## config.mk

```make
export PLATFORM = sky130hd
export DESIGN_NAME = decode_offset_buffer
export DESIGN_NICKNAME = d
export VERILOG_FILES = /design/src/rtl/cpu_pkg.sv /design/src/rtl/offset_field_decode.sv /design/src/rtl/decode_offset_buffer.sv
export SDC_FILE = /design/constraint.sdc
export NUM_CORES = 1
export LEC_CHECK = 0
export BUFFER_PORTS_ARGS = -buffer_cell sky130_fd_sc_hd__buf_2
export CAP_MARGIN = 40
export CORE_MARGIN = 2
export CORE_UTILIZATION = 39
export DETAILED_ROUTE_END_ITERATION = 8
export PLACE_DENSITY = 0.65
export SLEW_MARGIN = 40
export SYNTH_ARGS = -nofsm -noshare
export SYNTH_HDL_FRONTEND = slang
export SYNTH_SLANG_ARGS = --single-unit
```

## constraint.sdc

```tcl
create_clock -name clk -period 4.27 [get_ports clk]
set_input_delay 0.6405 -clock clk [delete_from_list [all_inputs] [get_ports clk]]
set_output_delay 0.6405 -clock clk [all_outputs]
set_load 0.005 [all_outputs]
```

## src/rtl/cpu_pkg.sv

```systemverilog
// Shared decode definitions: instruction classes, opcode prefixes and the offset-field
// MSB positions used by the decode stage and the sign extender.
package cpu_pkg;

  localparam int DATA_W = 16;

  typedef enum logic [1:0] {
    CLASS_BL    = 2'd0,
    CLASS_BCC   = 2'd1,
    CLASS_LDST  = 2'd2,
    CLASS_OTHER = 2'd3
  } instr_class_t;

  localparam logic [2:0] OP_BL  = 3'b000;
  localparam logic [2:0] OP_BCC = 3'b001;

  localparam logic [3:0] BL_MSB       = 4'd12;
  localparam logic [3:0] BCC_MSB      = 4'd9;
  localparam logic [3:0] LDST_MSB     = 4'd6;
  localparam logic [3:0] NO_FIELD_MSB = 4'd15;

  typedef struct packed {
    logic [DATA_W-1:0] instr;
    logic [DATA_W-1:0] pc;
    logic [DATA_W-1:0] imm_raw;
    logic [3:0]        msb_num;
    logic              shift_first;
    instr_class_t      instr_class;
  } dec_entry_t;

endpackage

```

## src/rtl/offset_field_decode.sv

```systemverilog
// Combinational extraction of the branch/load-store offset field, its MSB index and
// whether the offset counts halfwords (shift left by 1 before use).
module offset_field_decode
  import cpu_pkg::*;
(
  input  logic [DATA_W-1:0] instr,
  output logic [DATA_W-1:0] imm_raw,
  output logic [3:0]        msb_num,
  output logic              shift_first,
  output instr_class_t      instr_class
);

  always_comb begin
    imm_raw     = '0;
    msb_num     = NO_FIELD_MSB;
    shift_first = 1'b0;
    instr_class = CLASS_OTHER;
    if (instr[15:13] == OP_BL) begin
      imm_raw     = {3'b0, instr[12:0]};
      msb_num     = BL_MSB;
      shift_first = 1'b1;
      instr_class = CLASS_BL;
    end else if (instr[15:13] == OP_BCC) begin
      imm_raw     = {6'b0, instr[9:0]};
      msb_num     = BCC_MSB;
      shift_first = 1'b1;
      instr_class = CLASS_BCC;
    end else if (instr[15]) begin
      // Both 10x and 11x prefixes are loads/stores with a 7-bit byte offset.
      imm_raw     = {9'b0, instr[13:7]};
      msb_num     = LDST_MSB;
      instr_class = CLASS_LDST;
    end
  end

endmodule

```

## src/rtl/decode_offset_buffer.sv

```systemverilog
// Two-entry FIFO between fetch and the sign extender; words are decoded on entry so the
// head outputs come straight from registered storage.
module decode_offset_buffer
  import cpu_pkg::*;
#(
  parameter int DEPTH = 2
) (
  input  logic              clk,
  input  logic              reset_n,
  input  logic              in_valid,
  output logic              in_ready,
  input  logic [DATA_W-1:0] in_instr,
  input  logic [DATA_W-1:0] in_pc,
  input  logic              flush,
  output logic              out_valid,
  input  logic              out_ready,
  output logic [DATA_W-1:0] out_instr,
  output logic [DATA_W-1:0] out_pc,
  output logic [DATA_W-1:0] imm_raw,
  output logic [3:0]        msb_num,
  output logic              shift_first,
  output logic [1:0]        instr_class
);

  dec_entry_t   buf_mem [2];
  dec_entry_t   dec_new;
  dec_entry_t   head;
  logic         rd_ptr;
  logic         wr_ptr;
  logic [1:0]   count;
  logic         push;
  logic         pop;

  logic [DATA_W-1:0] dec_imm;
  logic [3:0]        dec_msb;
  logic              dec_shift;
  instr_class_t      dec_class;

  offset_field_decode u_decode (
    .instr       (in_instr),
    .imm_raw     (dec_imm),
    .msb_num     (dec_msb),
    .shift_first (dec_shift),
    .instr_class (dec_class)
  );

  assign dec_new = '{instr: in_instr, pc: in_pc, imm_raw: dec_imm, msb_num: dec_msb,
                     shift_first: dec_shift, instr_class: dec_class};

  // Ready depends on state only, so out_ready never reaches in_ready combinationally.
  assign in_ready  = (count != 2'(DEPTH));
  assign out_valid = (count != 2'd0);
  assign push      = in_valid & in_ready;
  assign pop       = out_valid & out_ready;

  always_ff @(posedge clk) begin
    if (!reset_n) begin
      count  <= 2'd0;
      rd_ptr <= 1'b0;
      wr_ptr <= 1'b0;
      for (int i = 0; i < 2; i++) buf_mem[i] <= '0;
    end else if (flush) begin
      count  <= 2'd0;
      rd_ptr <= 1'b0;
      wr_ptr <= 1'b0;
    end else begin
      if (push) begin
        buf_mem[wr_ptr] <= dec_new;
        wr_ptr          <= ~wr_ptr;
      end
      if (pop) rd_ptr <= ~rd_ptr;
      case ({push, pop})
        2'b10:   count <= count + 2'd1;
        2'b01:   count <= count - 2'd1;
        default: count <= count;
      endcase
    end
  end

  assign head        = buf_mem[rd_ptr];
  assign out_instr   = head.instr;
  assign out_pc      = head.pc;
  assign imm_raw     = head.imm_raw;
  assign msb_num     = head.msb_num;
  assign shift_first = head.shift_first;
  assign instr_class = head.instr_class;

endmodule

```

**Word-level counts from Yosys, hierarchy flattened**

Memories as Yosys holds them, arrays and structs flattened. A register that Yosys moved wholly into a read port is not among the register bits.
Cells that the tools add are included.

- Input bits: 37
- Logic and storage cells: 42
- Memories: 1
- Latch bits: 0
- RAM bits: 110
- Flip-flop bits (word level): 4
- ROM bits: 0

Memory list:

| name | words | bits a word | rd ports | clocked after Yosys merged registers in | wr ports | RTL line | text |
|---|---|---|---|---|---|---|---|
| buf_mem | 2 | 55 | 1 | 1 | 2 | decode_offset_buffer.sv:25 | `dec_entry_t buf_mem [2];` |

- Add/subtract/negate cells: 2
- Reduce and logical (&&, ||, !) cells: 5
- Equal/unequal tests: 4
- Div/mod/pow operators: 0
- Bitwise gates (word level): 5
- Muxes and demuxes: 22
- Multiply operators: 0
- Order comparisons: 0
- Shifts and indexed selects: 0

Operators with widths:

| cell | count |
|---|---|
| two-way mux 55 bit | 1 |
| OR reduction 55 bit | 1 |
| two-way mux 16 bit | 2 |
| two-way mux 1 bit | 12 |
| two-way mux 4 bit | 3 |
| two-way mux 7 bit | 1 |
| two-way mux 2 bit | 2 |
| case mux 2 bit (2 select lines) | 1 |
| nonzero test 2 bit | 2 |
| equality test 3 x 1 -> 1 bit, second input constant | 1 |
| logical NOT 3 bit | 1 |
| inverter 1 bit | 3 |
| adder 2 x 1 -> 2 bit, second input constant | 1 |
| bitwise AND 1 bit | 2 |
| equality test 2 x 1 -> 1 bit, second input constant | 1 |
| equality test 2 bit, second input constant | 1 |
| inequality test 2 bit, second input constant | 1 |
| OR reduction 2 bit | 1 |
| subtractor 2 x 1 -> 2 bit, second input constant | 1 |

**Logic depth before layout (Yosys ltp)**

- Depth in word-level cells: 8
- Mapped depth: 7

**Cells and area by module**

From an unflattened synthesis, not the netlist that was laid out.

- Cells, all modules: 351
- Area, all modules: 5,248.8 um2

Modules (own cells, without submodules):

| module | sequential area each (um2) | area each (um2) | times used | cells each |
|---|---|---|---|---|
| decode_offset_buffer | 3,403.3 | 5,047.3 | 1 | 323 |
| offset_field_decode | 0.0 | 201.4 | 1 | 28 |

**Worst setup path before layout**

OpenSTA, ideal clock, no wires.

- Path kind: input-to-reg
- Start: input port flush
- End: memory buf_mem[0][10] in the netlist's numbering (enable)
- Buffers on the path: 2
- Library setup time: 0.409 ns
- Cell stages on the path: 5
- Path slack: 1.241 ns
- Arrival: 2.620 ns
- Cell sequence: nand2b_1 -> or4_1 -> buf_2 -> buf_6 -> nand2_1

RTL lines:

| what | RTL line | text |
|---|---|---|
| from (decl) | decode_offset_buffer.sv:14 | `input logic flush,` |
| to (decl) | decode_offset_buffer.sv:25 |  |

==> run_results.csv <==
group,metric,value,unit
worst_setup_path,cp_max_fo,50,
worst_setup_path,critPathTopFamily,"simple AND/OR/NAND/NOR gates",
routing,met2_wirelength,4460,microns
clock_network,clock_path_buffers,2,
placement,io_buffers,90,
routing,routed_wl,9100,microns
worst_setup_path,worstSetupStartpointType,"input port",
synth,synth_edf_count,100,
timing,max_freq,0.392,GHz
timing,maxSlewViolCount,0,
routing,ant_nets,0,
grt,antenna_found_initial,0,
die,io_pins,94,
power,vdd_drop_max,0.000161,V
timing,clock-skew-final,0.0152,ns
layout,fin_nets,445,
worst_setup_path,cp.required,4.25,ns
timing,fin_crit_sh,59.8,%
die,core,11400,sq um
routing,viasPerCell,4.89,
clock_network,htree_num_levels,3,
layout,diodes,0,
routing,top_layer,"met4",
routing,wl_met3,549,microns
die,num_rows,39,
die,die_w,112,microns
layout,area_growth,19.7,%
synth,yosys-top-cells-count,"100 x edfxtp_1, 64 x and2_1, 50 x mux2_2",
job,maxCapViolCount,0,
clock_network,clk_latency,0.35,ns
synth,ys_types,31,
clock_network,clock-sinks,105,
grt,grt_max_degree,51,
clock_network,clkTransAtPathRegs,0.07,ns
timing,timing.slew.headroom,53.1,%
synth,synth_seq_cells,105,
clock_network,root_buffer,"clkbuf_16",
timing,fin_crit,2.55,ns
worst_setup_path,cp_slowest_cell,"or4_1",
grt,overflow,0,
synth,ys_top_cells_by_area,"edfxtp_1 66%, mux2_2 12%, and2_1 8.7%",
layout,seq_area,3110,sq um
grt,grtUsageTotal,14.9,%
timing,grt_setup_unrepaired,"false",
die,die_h,112,microns
clock_network,cts_resized,0,
synth,syn_avg_cell_area,14.2,sq um
clock_network,post-cts-setup-buffers,0,
grt,grt_pass1_wl,14400,microns
clock_network,cts_tree,"built",
placement,dp_cells,539,
worst_setup_path,critPathBufInv,2,
worst_setup_path,endpoint_kind,"flop",
grt,grt_pass1_vias,2843,
timing,worst_pin_slew,0.704,ns
layout,stdcell_count,555,
routing,drc,0,
worst_setup_path,cp_slowest_stage_delay,0.79,ns
power,p_leak,2.19,nW
worst_setup_path,cp.arrival,2.53,ns
min_path,hp-class,"reg2reg",
placement,hpwlAfterDp,5770,microns
clock_network,postCtsHoldBufs,0,
outcome,outcome,"complete, no violations",
layout,nFillCells,1034,
worst_setup_path,crit_type,"in2reg",
clock_network,cts_buffers,9,
synth,synth.most_common_cell,"edfxtp_1",
routing,vias,2715,
routing,wl_met1,3880,microns
timing,tns,0,ns
synth,synth_top_area_cell,"edfxtp_1",
die,initial_core_util,40.1,%
routing,drt_first_pass_iters,5,
synth,yosysWarnings,0,
synth,netlist_area,4580,sq um
synth,synth_cells,322,
timing,hold_viol,0,
synth,async_reset_ff_share,0,%
synth,yosysTopAreaCellShare,65.5,%
routing,drtIter0Drc,107,
layout,drive_gt1_share,40.3,%
synth,ys_seq_area_share,67.7,%
timing,setup_viol,0,
placement,gp_congestion,0.768,
layout,multi_input_area,1380,sq um
worst_setup_path,cp_cell_sequence,"buf_2 -> nand2b_1 -> or4_1 -> nand2_2 -> buf_4",
die,die-area,12600,sq um
routing,wl_per_cell,16.4,microns
synth,synth_ff_type,"edfxtp_1",
power,p_per_area,410,nW/um^2
[logic make-up after synthesis]
| logic type | after synthesis | synth area share (%) |
|---|---|---|
| and+or+nand+nor | 122 | 14.3 |
| DFF | 105 | 67.7 |
| muxes | 50 | 12.3 |
| buffers and inverters | 25 | 2.68 |
| AOI/OAI and AO/OA | 15 | 2.13 |
| xor gates and xnor gates | 3 | 0.574 |
| adders and majority gates | 1 | 0.273 |
| other | 1 | 0.0818 |
[state kept, by name (all words and copies together) (netlist names), named ones only]
| signal | flops |
|---|---|
| buf_mem | 100 |
| count | 2 |
| rd_ptr | 1 |
| wr_ptr | 1 |
[where the power goes]
group | internal [W] | total, W | switching (W)
Sequential | 0.00118 | 0.00119 | 0.0000157
Combinational | 0.0000784 | 0.000170 | 0.0000914
Clock | 0.000531 | 0.000884 | 0.000353
[per-stage QoR]
step                      power (W)  utilization (%)  worst slack, ns  instance area, sq um  hold slack [ns]
after floorplan             0.00131                -             1.24                  4590            0.475
after global placement      0.00139             45.1             1.37                  5150            0.504
after detailed placement    0.00139             45.2             1.33                  5160            0.504
after CTS                   0.00227             48.0             1.41                  5480            0.518
after global routing        0.00231             48.0             1.59                  5480            0.577
final                       0.00225             48.0             1.72                  5480            0.521
[routing by layer]
layer,vias up,track usage [%]
li1,1306,-
met1,1323,18.4
met2,72,24.7
met3,14,4.10
met4,0,6.50
met5,-,0
[worst register-to-register path, cell delays in order, from the launching register on]
cell     delay [ns]
dfxtp_1        0.43
nor2b_2        0.10
or4_1          0.83
nand2_2        0.17
buf_4          0.57
[placed cells by master (no fill, tap or decap), drive strengths merged, types with 2 or more instances in the layout]
cell type / instances
edfxtp: 100
buf: 95
and2: 64
mux2: 50
nor2: 36
clkbuf: 13
nand2: 9
a22oi: 7
dfxtp: 5
a21oi: 4
nor3: 3
conb: 3
inv: 2
xnor2: 2
o21ai: 2
or3: 2
bufinv: 2
nor2b: 2
[cell type report]
| type | instances | share of cell area [%] |
|---|---|---|
| clock buffer | 13 | 4.56 |
| clock inverter | 3 | 1.23 |
| inverter | 2 | 0.137 |
| multi-input combinational | 194 | 25.2 |
| sequential | 105 | 56.7 |
| tap | 143 | 3.26 |
| timing repair buffer | 95 | 8.90 |
[path summary, 6_finish.rpt]
| check | slack (ns) | endpoint | startpoint | cells past startpoint |
|---|---|---|---|---|
| worst max register to register | 1.78 | buf_mem[0][37] | count[0] | 4 |
| worst max-delay path | 1.72 | buf_mem[0][37] | flush | 5 |
| worst min-delay path | 0.52 | count[1] | count[1] | 2 |
| worst min register to register | 0.52 | count[1] | count[1] | 2 |
(Power assumes the default switching activity.)
